==> src/rtl/stress_mon_pkg.sv <==
// Shared types and constants for the stress-result signature monitor.
// The golden signature is the CRC of ASCII "123456789" sent MSB-first from the default seed.
package stress_mon_pkg;

   typedef enum logic [1:0] {
      IDLE,
      RUN,
      HOLD
   } state_t;

   localparam logic [15:0] DEFAULT_POLY = 16'h1021;
   localparam logic [15:0] DEFAULT_SEED = 16'hFFFF;
   localparam logic [15:0] GOLDEN_SIG   = 16'h29B1;

endpackage

==> src/rtl/crc_bitstep.sv <==
// One-bit CRC update, MSB-first, normal-form polynomial, no reflection.
// Purely combinational so the top can absorb one sample per clock.
module crc_bitstep #(
   parameter int SIG_W = 16,
   parameter logic [SIG_W-1:0] POLY = 16'h1021
)(
   input  logic [SIG_W-1:0] sig,
   input  logic             data,
   output logic [SIG_W-1:0] next_sig
);

   logic fb;

   assign fb       = sig[SIG_W-1] ^ data;
   assign next_sig = {sig[SIG_W-2:0], 1'b0} ^ (fb ? POLY : '0);

endmodule

==> src/rtl/stress_monitor.sv <==
// Compacts the stress block's output bit over a fixed window into a CRC signature
// and a toggle count, then presents the result on a valid/ready handshake.
module stress_monitor
   import stress_mon_pkg::*;
#(
   parameter int WINDOW = 1024,
   parameter int SIG_W  = 16,
   parameter logic [SIG_W-1:0] POLY = SIG_W'(DEFAULT_POLY),
   parameter logic [SIG_W-1:0] SEED = SIG_W'(DEFAULT_SEED),
   parameter int HB_W   = 24,
   parameter int CNT_W  = $clog2(WINDOW)
)(
   input  logic             clk,
   input  logic             rst_n,
   input  logic             din,
   input  logic             start,
   output logic             busy,
   output logic             res_valid,
   input  logic             res_ready,
   output logic [SIG_W-1:0] res_signature,
   output logic [CNT_W-1:0] res_toggles,
   output logic             led
);

   state_t             state;
   state_t             state_next;
   logic               din_q;
   logic               prev;
   logic [SIG_W-1:0]   sig;
   logic [SIG_W-1:0]   next_sig;
   logic [CNT_W-1:0]   cnt;
   logic [CNT_W-1:0]   tog;
   logic [CNT_W-1:0]   tog_next;
   logic [HB_W-1:0]    hb;
   logic               last;
   logic               load;
   logic               tog_inc;

   crc_bitstep #(
      .SIG_W (SIG_W),
      .POLY  (POLY)
   ) u_bitstep (
      .sig      (sig),
      .data     (din_q),
      .next_sig (next_sig)
   );

   // The first sample of a window only seeds prev; it never counts as a transition.
   assign tog_inc  = (cnt != '0) && (din_q != prev);
   assign tog_next = tog + {{(CNT_W-1){1'b0}}, tog_inc};
   assign last     = (cnt == CNT_W'(WINDOW - 1));
   assign load     = start && ((state == IDLE) || ((state == HOLD) && res_ready));

   assign busy      = (state != IDLE);
   assign res_valid = (state == HOLD);

   always_comb begin
      state_next = state;
      case (state)
         IDLE:    if (start) state_next = RUN;
         RUN:     if (last) state_next = HOLD;
         HOLD:    if (res_ready) state_next = start ? RUN : IDLE;
         default: state_next = IDLE;
      endcase
   end

   always_ff @(posedge clk or negedge rst_n) begin
      if (!rst_n) state <= IDLE;
      else        state <= state_next;
   end

   // Datapath: results latch on the RUN->HOLD edge so the last sample is included.
   always_ff @(posedge clk or negedge rst_n) begin
      if (!rst_n) begin
         din_q         <= 1'b0;
         hb            <= '0;
         sig           <= '0;
         cnt           <= '0;
         tog           <= '0;
         prev          <= 1'b0;
         res_signature <= '0;
         res_toggles   <= '0;
      end else begin
         din_q <= din;
         hb    <= hb + HB_W'(1);
         if (load) begin
            sig  <= SEED;
            cnt  <= '0;
            tog  <= '0;
            prev <= 1'b0;
         end else if (state == RUN) begin
            sig  <= next_sig;
            cnt  <= cnt + CNT_W'(1);
            tog  <= tog_next;
            prev <= din_q;
            if (last) begin
               res_signature <= next_sig;
               res_toggles   <= tog_next;
            end
         end
      end
   end

   always_comb begin
      led = 1'b0;
      case (state)
         IDLE:    led = hb[HB_W-1];
         RUN:     led = 1'b1;
         HOLD:    led = res_signature[0];
         default: led = 1'b0;
      endcase
   end

endmodule
==> config.mk <==
export PLATFORM = sky130hd
export DESIGN_NAME = stress_monitor
export DESIGN_NICKNAME = d
export VERILOG_FILES = /design/src/rtl/stress_mon_pkg.sv /design/src/rtl/crc_bitstep.sv /design/src/rtl/stress_monitor.sv
export SDC_FILE = /design/constraint.sdc
export NUM_CORES = 1
export LEC_CHECK = 0
export ABC_AREA = 1
export CORE_MARGIN = 4
export CORE_UTILIZATION = 62
export DETAILED_ROUTE_END_ITERATION = 8
export GPL_TIMING_DRIVEN = 0
export PLACE_DENSITY = 0.9
export SLEW_MARGIN = 20
export SYNTH_ARGS = -nofsm -noshare
export SYNTH_HDL_FRONTEND = slang
export SYNTH_SLANG_ARGS = --single-unit
==> constraint.sdc <==
create_clock -name clk -period 5.7 [get_ports clk]
set_input_delay 1.14 -clock clk [delete_from_list [all_inputs] [get_ports clk]]
set_output_delay 1.14 -clock clk [all_outputs]
set_load 0.02 [all_outputs]
==> key figures <==
Place
  – Post-DP Area: 4680 um2
  – Final RePlAce weighted congestion: 0.893
  – Final HPWL DP: 6.35 mm
  – DP Cell Count: 615
  – Port bufs: 33

Synth
  – Library cells used by synthesis: 27
  – Count leader, synth: nand2_1
  – Synth area leaders: dfrtp_1, nand2_1, nor2_1, inv_1, xor2_1
  – Mapped cell area: 4230 um2
  – Register bit total from synthesis: 90
  – Syn Nets: 514
  – Synthesized instance count: 504
  – Post-synth EDFFs: 0
  – Sequential-to-total area share from yosys stat: 53.3%
  – Cell taking the most area after synthesis: dfrtp_1
  – Yosys top cell area share: 53.3%
  – Post-synth ARST share: 100%
  – Top cells by count, synth: nand2_1, nor2_1, dfrtp_1
  – Syn. warnings: 0
  – Avg Cell Area, Syn: 8.39 um2
  – Synth Flop Type: dfrtp_1

Floorplan
  – IO Count: 34
  – Die area: 8200 um2
  – Num rows: 29
  – Die W: 90.6 um
  – Core Box Area: 6490 um2
  – Initial Util: 65.1%
  – Chip height: 90.6 um

Route
  – DRT Pass-1 Iters: 5
  – Vias/cell: 5.51
  – Residual DRC count: 0
  – Vias: 3,472
  – Post-DR wirelength/cell: 14.7 um
  – Final ANT Viol Nets: 0
  – DR iter-0 viols: 237
  – Wirelength, routed: 9.25 mm

Timing
  – Setup TNS: 0 ps
  – Worst slew pin tran: 540 ps
  – Final setup violation count: 0
  – Max Slew Vio Count: 0
  – Worst hold-check slack: 481 ps
  – Crit share post-route: 48.9%
  – Period minus WS final: 2790 ps
  – Relative slew slack: 64.0%
  – Final Hold Viols: 0
  – Highest Clock Rate: 0.359 GHz
  – RSZ-0062 raised after global routing: false
  – Fin Clk Skew: 9.93 ps

Hold path
  – Hold Path Class: register to register
  – Hold Path Stages: 2

Clock tree
  – CTS H-tree depth: 3
  – # hold bufs at CTS: 0
  – Post CTS Setup Buffer Count: 0
  – Clk sinks: 90
  – Resized Gates After CTS: 0
  – CTS tree: done
  – Worst-skew pair later-pin latency: 350 ps
  – CTS root buf: clkbuf_8
  – Worst-path clk slew: 90 ps
  – CTS Buf Count: 9
  – Max clock buf depth: 2

Final layout
  – Final std cells w/o fill: 630
  – Post-Route Utilization: 75.6%
  – Share of cells above drive strength 1: 8.32%
  – Final #Nets: 559
  – Diode count: 0
  – Synth-to-Final Area Change: 16.2%
  – Post-Layout Inst Area: 4910 um2

Flow run
  – Max Cap Viol: 0

Power
  – Seq pwr share: 50.3%
  – Internal: 1.16 mW
  – Clk pwr share: 30.0%
  – Pwr dens: 347 nW/um2
  – Switch Pwr: 543 uW
  – Comb power frac: 19.8%
  – Sw Ratio: 31.9%
  – Worst vdd ir: 0.194 mV
  – Leakage: 2.38 nW

Critical path
  – CP startpoint: state[0]$_DFFE_PN0P_
  – Critical setup path kind: register to primary output
  – Startpoint types: register
  – WP data required: 4560 ps
  – Worst reg2reg path startpoint: cnt[0]$_DFFE_PN0P_
  – Reg-to-Reg End: tog[6]$_DFFE_PN0P_
  – Worst setup path end: led
  – Worst setup EP type: primary output
  – R2R setup slack: 3300 ps
  – R2R cell count: 14
  – Critical Path AT: 1650 ps
  – CP Max Fanout: 5

GRT
  – Largest net degree at the start of global routing: 51
  – First-pass GRT wire length: 16.1 mm
  – Vias in the first global route: 3,536
  – Met3 usage: 5.08%
  – GR Util All Layers: 24.4%
  – M2 GR Usage: 41.1%
  – Global route overflow: 0
  – Initial antenna violation count: 0
  – GRT Max-Usage Layer: met2
  – Met1 GRT Util: 30.6%

Status
  – Outcome: complete, no violations
## per-stage QoR
step	power (mW)	setup slack, ps
2_1_floorplan	1.09	3570
3_3_place_gp	1.16	374
3_5_place_dp	1.19	2970
4_1_cts	1.71	2900
5_1_grt	1.81	2820
6_report	1.70	2910
## area by class of cell
type                       instances  area, um2
buffer                            10       72.6
clock buffer                      10        128
clock inverter                     5        104
fill                             448       1590
inverter                          42        158
multi-input combinational        362       1740
sequential                        90       2250
tap                               77       96.3
timing repair buffer              34        355
## worst min path at each step
stage                                from                    endpoint  slack, ps
2_1_floorplan            hb[23]$_DFF_PN0_            hb[23]$_DFF_PN0_        450
3_3_place_gp   res_toggles[5]$_DFFE_PN0P_  res_toggles[5]$_DFFE_PN0P_        460
3_5_place_dp   res_toggles[9]$_DFFE_PN0P_  res_toggles[9]$_DFFE_PN0P_        460
4_1_cts        res_toggles[9]$_DFFE_PN0P_  res_toggles[9]$_DFFE_PN0P_        490
5_1_grt                  hb[10]$_DFF_PN0_            hb[10]$_DFF_PN0_        510
6_report       res_toggles[5]$_DFFE_PN0P_  res_toggles[5]$_DFFE_PN0P_        480
## routing by layer
layer	vias up	part of all wire, %
li1	1669	-
met1	1636	43
met2	139	49
met3	28	5.7
met4	0	2.4
met5	-	0
## cell families (layout without fill, tap and decap cells)
group | after synthesis | in the layout | synth area share (%)
flops | 90 | 90 | 53.3
simple gates | 291 | 291 | 29.0
xor+xnor | 21 | 21 | 4.35
buf+inv | 52 | 101 | 5.45
fa+ha+maj | 5 | 5 | 1.48
compound gates | 45 | 45 | 6.48
## placed cells by master (no fill, tap or decap), types with 3 or more instances in the layout
master and n:
nand3_1 16, a22oi_1 6, buf_2 4, xnor2_1 9, a21oi_1 15, ha_1 5
bufinv_16 3, nor3_1 3, nand2_1 145, clkbuf_8 9, nand4_1 4, xor2_1 12
clkbuf_1 3, buf_6 4, clkdlybuf4s50_1 32, o21ai_0 14, o21ai_2 7, inv_1 40
nor2_1 101, nand3b_1 9, dfrtp_1 90, nand2_2 6
## critical path: stages, from the launching register on
cell and delay [ps]:
dfrtp_1 430, nor2_1 150, nand2_1 60, nand2_1 60
clkdlybuf4s50_1 590
## sequential cells by signal, indices dropped and copies added, names as in the netlist
signal         cells
hb                24
res_signature     16
sig               16
cnt               10
res_toggles       10
tog               10
state              2
din_q              1
prev               1
## power groups by stage
stage,sequential [mW],clock [mW],combinational (mW)
after detailed placement,0.865,0,0.329
after global routing,0.874,0.546,0.389
final,0.857,0.511,0.337
after global placement,0.860,0,0.305
after floorplan,0.841,0,0.251
after CTS,0.855,0.514,0.338
Power figures use the tool's default switching activity.
==> RTL edit 1, RTL diff (same settings) <==
Encoding of `state_t`: now one-hot (3 bits for 3 states).
--- a/src/rtl/stress_mon_pkg.sv
+++ b/src/rtl/stress_mon_pkg.sv
@@ -3,8 +3,8 @@
 package stress_mon_pkg;
 
-   typedef enum logic [1:0] {
-      IDLE,
-      RUN,
-      HOLD
+   typedef enum logic [2:0] {
+      IDLE = 3'b001,
+      RUN  = 3'b010,
+      HOLD = 3'b100
    } state_t;
 
Function: no difference found for any inputs over 10 cycles, from zero or initial values and one cycle with rst_n low; not proved beyond that.
==> RTL edit 1 against the original RTL <==
Synthesized cell count is 4.0% higher; synthesized area increased by 2.6%; fmax shrank 13%; routed wire length down 6.9%; worst setup slack lost 430 ps; sequential cell count is 1 higher; total power down 11%; design area rose by 2.5%.
==> RTL edit 1: results (changes against the original RTL) <==
- Seq/Total Area, Yosys: 52.54% (was 53.29%)
- Antenna diodes: 0 (unchanged)
- Most common library cells after synthesis: nand2_1, dfrtp_1, nor2_1, inv_1 (was nand2_1, nor2_1, dfrtp_1, inv_1, nand3_1)
- GP Congestion: 0.8826 (was 0.8934)
- H-tree levels: 3 (unchanged)
- Crit Path Max Fanout: 10 (was 5)
- GRT Total Usage: 22.06% (was 24.35%)
- Inserted Clock Buffers: 9 (unchanged)
- IO buf count: 33 (unchanged)
- Vias in the first global route: 3318 (was 3536)
- Status: completed (unchanged)
- Non-filler cells in the finished layout: 670 (was 630)
- First-pass GRT wire length: 14990 um (was 16130 um)
- YS warnings: 0 (unchanged)
- Fin nets: 579 (was 559)
- Clock Latency Late Sink: 370 ps (was 350 ps)
- DP Wirelength: 6295 um (was 6345 um)
- Hold Path Class: flop to flop (unchanged)
- Worst relative slew slack: 62.36% (was 63.97%)
- Share of cells above drive strength 1: 8.711% (was 8.318%)
- Vias per std cell: 5.124 (was 5.511)
- Fillcell total: 492 (was 448)
- Crit path DAT: 2080 ps (was 1650 ps)
- Initial drt markers: 213 (was 237)
- Distinct cells, synth: 29 (was 27)
- Syn nets: 534 (was 514)
- Largest net degree at the start of global routing: 49 (was 51)
- Dpl ws: 2881 ps (was 2969 ps)
- Max VDD drop: 0.0001599 V (was 0.0001940 V)
- Yosys reg bits: 91 (was 90)
- Placed Instances: 654 (was 615)
- # setup viols final: 0 (unchanged)
- P_leak: 2.566 nW (was 2.383 nW)
- Synth top area cells: dfrtp_1, nand2_1, nor2_1 (unchanged)
- Root buf cell: clkbuf_8 (unchanged)
- Cells after synthesis: 524 (was 504)
- Final WL: 8609 um (was 9246 um)
- TritonRoute pass-1 iters: 4 (was 5)
- Clk_skew: 9.569 ps (was 9.925 ps)
- Initial antenna violation count: 0 (unchanged)
- FFs w/ async S/R, synth: 100.0% (unchanged)
- Largest registers: hb: 24 flops, res_signature: 16 flops, sig: 16 flops (unchanged)
- Area leader, netlist: dfrtp_1 (unchanged)
## RTL edit 1: area by class of cell
type                            instances  area (um2)  area share, %
Tap cell                               96       120.1          2.386
Clock buffer                            9       123.9          2.460
Clock inverter                          7       98.84          1.963
Buffer                                  9       85.08          1.690
Inverter                               75       282.8          5.616
Multi-Input combinational cell        349        1690          33.57
Sequential cell                        91        2278          45.25
Timing Repair Buffer                   34       355.3          7.058
## RTL edit 1: metal layers
metal	track usage [%]	up-vias	routed length (um)
met5	0	-	0
met4	6.156	0	117
met3	5.332	15	404
met2	36.88	79	4282
met1	28.75	1630	3803
li1	-	1709	-
## RTL edit 1: per-stage QoR
step           utilization (%)  power (mW)  hold slack (ps)  instance area (um2)
2_1_floorplan                -      0.9365            422.4                 4337
3_3_place_gp             70.46       1.014            435.5                 4787
3_5_place_dp             70.83       1.038            452.6                 4812
4_1_cts                  74.11       1.525            465.9                 5035
5_1_grt                  74.11       1.590            481.1                 5035
6_report                 74.11       1.519            457.4                 5035
## RTL edit 1: kinds of logic after synthesis
logic type / after synthesis / share of synthesized area, %
AOI/OAI and AO/OA: 35 / 4.241
xor gates and xnor gates: 22 / 4.443
adders and majority gates: 5 / 1.443
buffers and inverters: 84 / 8.482
DFF: 91 / 52.54
and+or+nand+nor: 287 / 28.85
## RTL edit 1: worst paths after layout
check,start,to,slack [ps],depth (start not counted)
max reg2reg,cnt[0],tog[8],3330,14
max,state[0],led,2480,5
min in group asynchronous,rst_n,cnt[4],760,1
max in group asynchronous,rst_n,state[0],4280,2
min reg2reg,hb[0],hb[0],460,1
min,hb[0],hb[0],460,1
## RTL edit 1: worst max-delay path, stage by stage (launching register included)
cell and delay [ps]:
dfstp_2 560, inv_2 60, nand3_2 150, buf_2 260
o211ai_1 130, clkdlybuf4s50_1 550
## RTL edit 1: where the power goes
part	internal, mW	switching [mW]	total, mW	leakage (nW)
combinational	0.0999	0.193	0.293	1.29
clock	0.251	0.238	0.489	0.111
sequential	0.695	0.0413	0.736	1.17
total	1.05	0.473	1.52	2.57
==> RTL edit 2, RTL diff (same flow settings) <==
Made on the original files. Set the parameter `HB_W` to 48 (it was 24).
--- a/src/rtl/stress_monitor.sv
+++ b/src/rtl/stress_monitor.sv
@@ -8,5 +8,5 @@
    parameter logic [SIG_W-1:0] POLY = SIG_W'(DEFAULT_POLY),
    parameter logic [SIG_W-1:0] SEED = SIG_W'(DEFAULT_SEED),
-   parameter int HB_W   = 24,
+   parameter int HB_W   = 48,
    parameter int CNT_W  = $clog2(WINDOW)
 )(
Behaviour: same outputs for any inputs over 10 cycles, from zero or initial values and one cycle with rst_n low; that may be too few to reach the edited logic, so the function may still have changed.
==> RTL edit 2 against the original RTL <==
First-iteration DRC count is 40% higher; sequential cell count up 24; design area up 39%; total power rose by 46%; cell count is 40% higher; routed wire length grew 50%; worst setup slack lost 500 ps; synthesized area rose by 35%; highest routed layer unchanged.
==> RTL edit 2: results (changes against the original RTL) <==
- Initial drt markers: 331 (was 237)
- Seq pwr share: 40.6% (was 50.3%)
- Clk pwr share: 45.4% (was 30.0%)
- IO buf count: 33 (unchanged)
- CP max stage delay: 570 ps (was 590 ps)
- Worst relative slew slack: 65.97% (was 63.97%)
- DP Wirelength: 9543 um (was 6345 um)
- Share of cells above drive strength 1: 8.903% (was 8.318%)
- Max VDD drop: 0.0002079 V (was 0.0001940 V)
- Vias in the first global route: 5045 (was 3536)
- Root buf cell: clkbuf_8 (unchanged)
- Overall Power: 2.492 mW (was 1.704 mW)
- Hold Crit Depth: 2 (unchanged)
- Initial antenna violation count: 0 (unchanged)
- Most common library cells after synthesis: nand2_1, dfrtp_1, nor2_1, inv_1, o21ai_0 (was nand2_1, nor2_1, dfrtp_1, inv_1, nand3_1)
- Wire per inst: 15.67 um (was 14.68 um)
- Synth top area cells: dfrtp_1, nand2_1, nor2_1 (unchanged)
- Status: completed (unchanged)
- Distinct cells, synth: 28 (was 27)
- Antenna diodes: 0 (unchanged)
- TritonRoute pass-1 iters: 5 (unchanged)
- Inserted Clock Buffers: 17 (was 9)
- Critical Path Source: state[1] (was state[0])
- Largest registers: hb: 48 flops, res_signature: 16 flops, sig: 16 flops (was hb: 24 flops, res_signature: 16 flops, sig: 16 flops)
- CTS clk-pin slew, worst paths: 60 ps (was 90 ps)
- Vias per std cell: 5.573 (was 5.511)
- Clock Latency Late Sink: 520 ps (was 350 ps)
- P_leak: 3.157 nW (was 2.383 nW)
- Largest net degree at the start of global routing: 61 (was 51)
- Cts repair resizes: 0 (unchanged)
- GP Congestion: 0.9298 (was 0.8934)
- Rows: 34 (was 29)
- Hold slack: 481.3 ps (was 481.4 ps)
- Clk_skew: 10.02 ps (was 9.925 ps)
- H-tree levels: 4 (was 3)
- Syn nets: 719 (was 514)
- GRT Total Usage: 27.08% (was 24.35%)
- Hold Path Class: flop to flop (unchanged)
- Fin nets: 772 (was 559)
- Seq/Total Area, Yosys: 50.17% (was 53.29%)
- Switching portion of total power: 28.95% (was 31.88%)
- Crit path DAT: 2150 ps (was 1650 ps)
- Crit Path Max Fanout: 10 (was 5)
- R2R Setup Slk: 3340 ps (was 3300 ps)
- First-pass GRT wire length: 23790 um (was 16130 um)
RTL edit 2: cell count changes after synthesis, moves of 10 or more:
cell | before | now
o21ai_0 | 14 | 27
nand2_1 | 145 | 221
dfrtp_1 | 90 | 114
nand4_1 | 4 | 21
nand3_1 | 16 | 26
inv_1 | 40 | 93
xor2_1 | 12 | 26
RTL edit 2: final cells by class:
type	count	area (um2)
Inverter	94	352.8
Buffer	11	81.33
Timing Repair Buffer	34	359.1
Clock inverter	14	201.4
Fill cell	582	1996
Multi-Input combinational cell	490	2400
Sequential cell	114	2853
Clock buffer	18	427.9
Tap cell	108	135.1
RTL edit 2: cells by family after synthesis:
logic type	count (synthesis)	share of synthesized area (%)
AND/OR/NAND/NOR	386	28.49
flip-flops	114	50.17
buffers and inverters	105	7.634
AO/OA/AOI/OAI	62	6.909
XOR/XNOR	37	5.699
adder cells (fa/ha/maj)	5	1.100
RTL edit 2: worst max-delay path by stage:
stage	to	slack, ps	depth (start not counted)
6_report	led	2410	5
4_1_cts	led	2390	5
2_1_floorplan	led	3510	3
3_5_place_dp	led	2970	5
5_1_grt	led	2230	5
3_3_place_gp	hb[30]	-730	1
RTL edit 2: through the flow:
step           instance area [um2]  std cells  util, %  setup slack [ps]
6_report                      6810        883    77.34              2410
5_1_grt                       6810        883    77.34              2228
4_1_cts                       6810        883    77.34              2392
3_5_place_dp                  6181        851    70.19              2967
3_3_place_gp                  6152        850    69.86            -734.9
2_1_floorplan                 5687        709        -              3511
RTL edit 2: metal layers:
metal  up-vias  global-route usage (%)  routed length, um
met3        33                   6.405                839
li1       2324                       -                  -
met2       179                   46.12               6993
met1      2385                   33.91               5754
met5         -                       0                  0
met4         0                   9.687                249
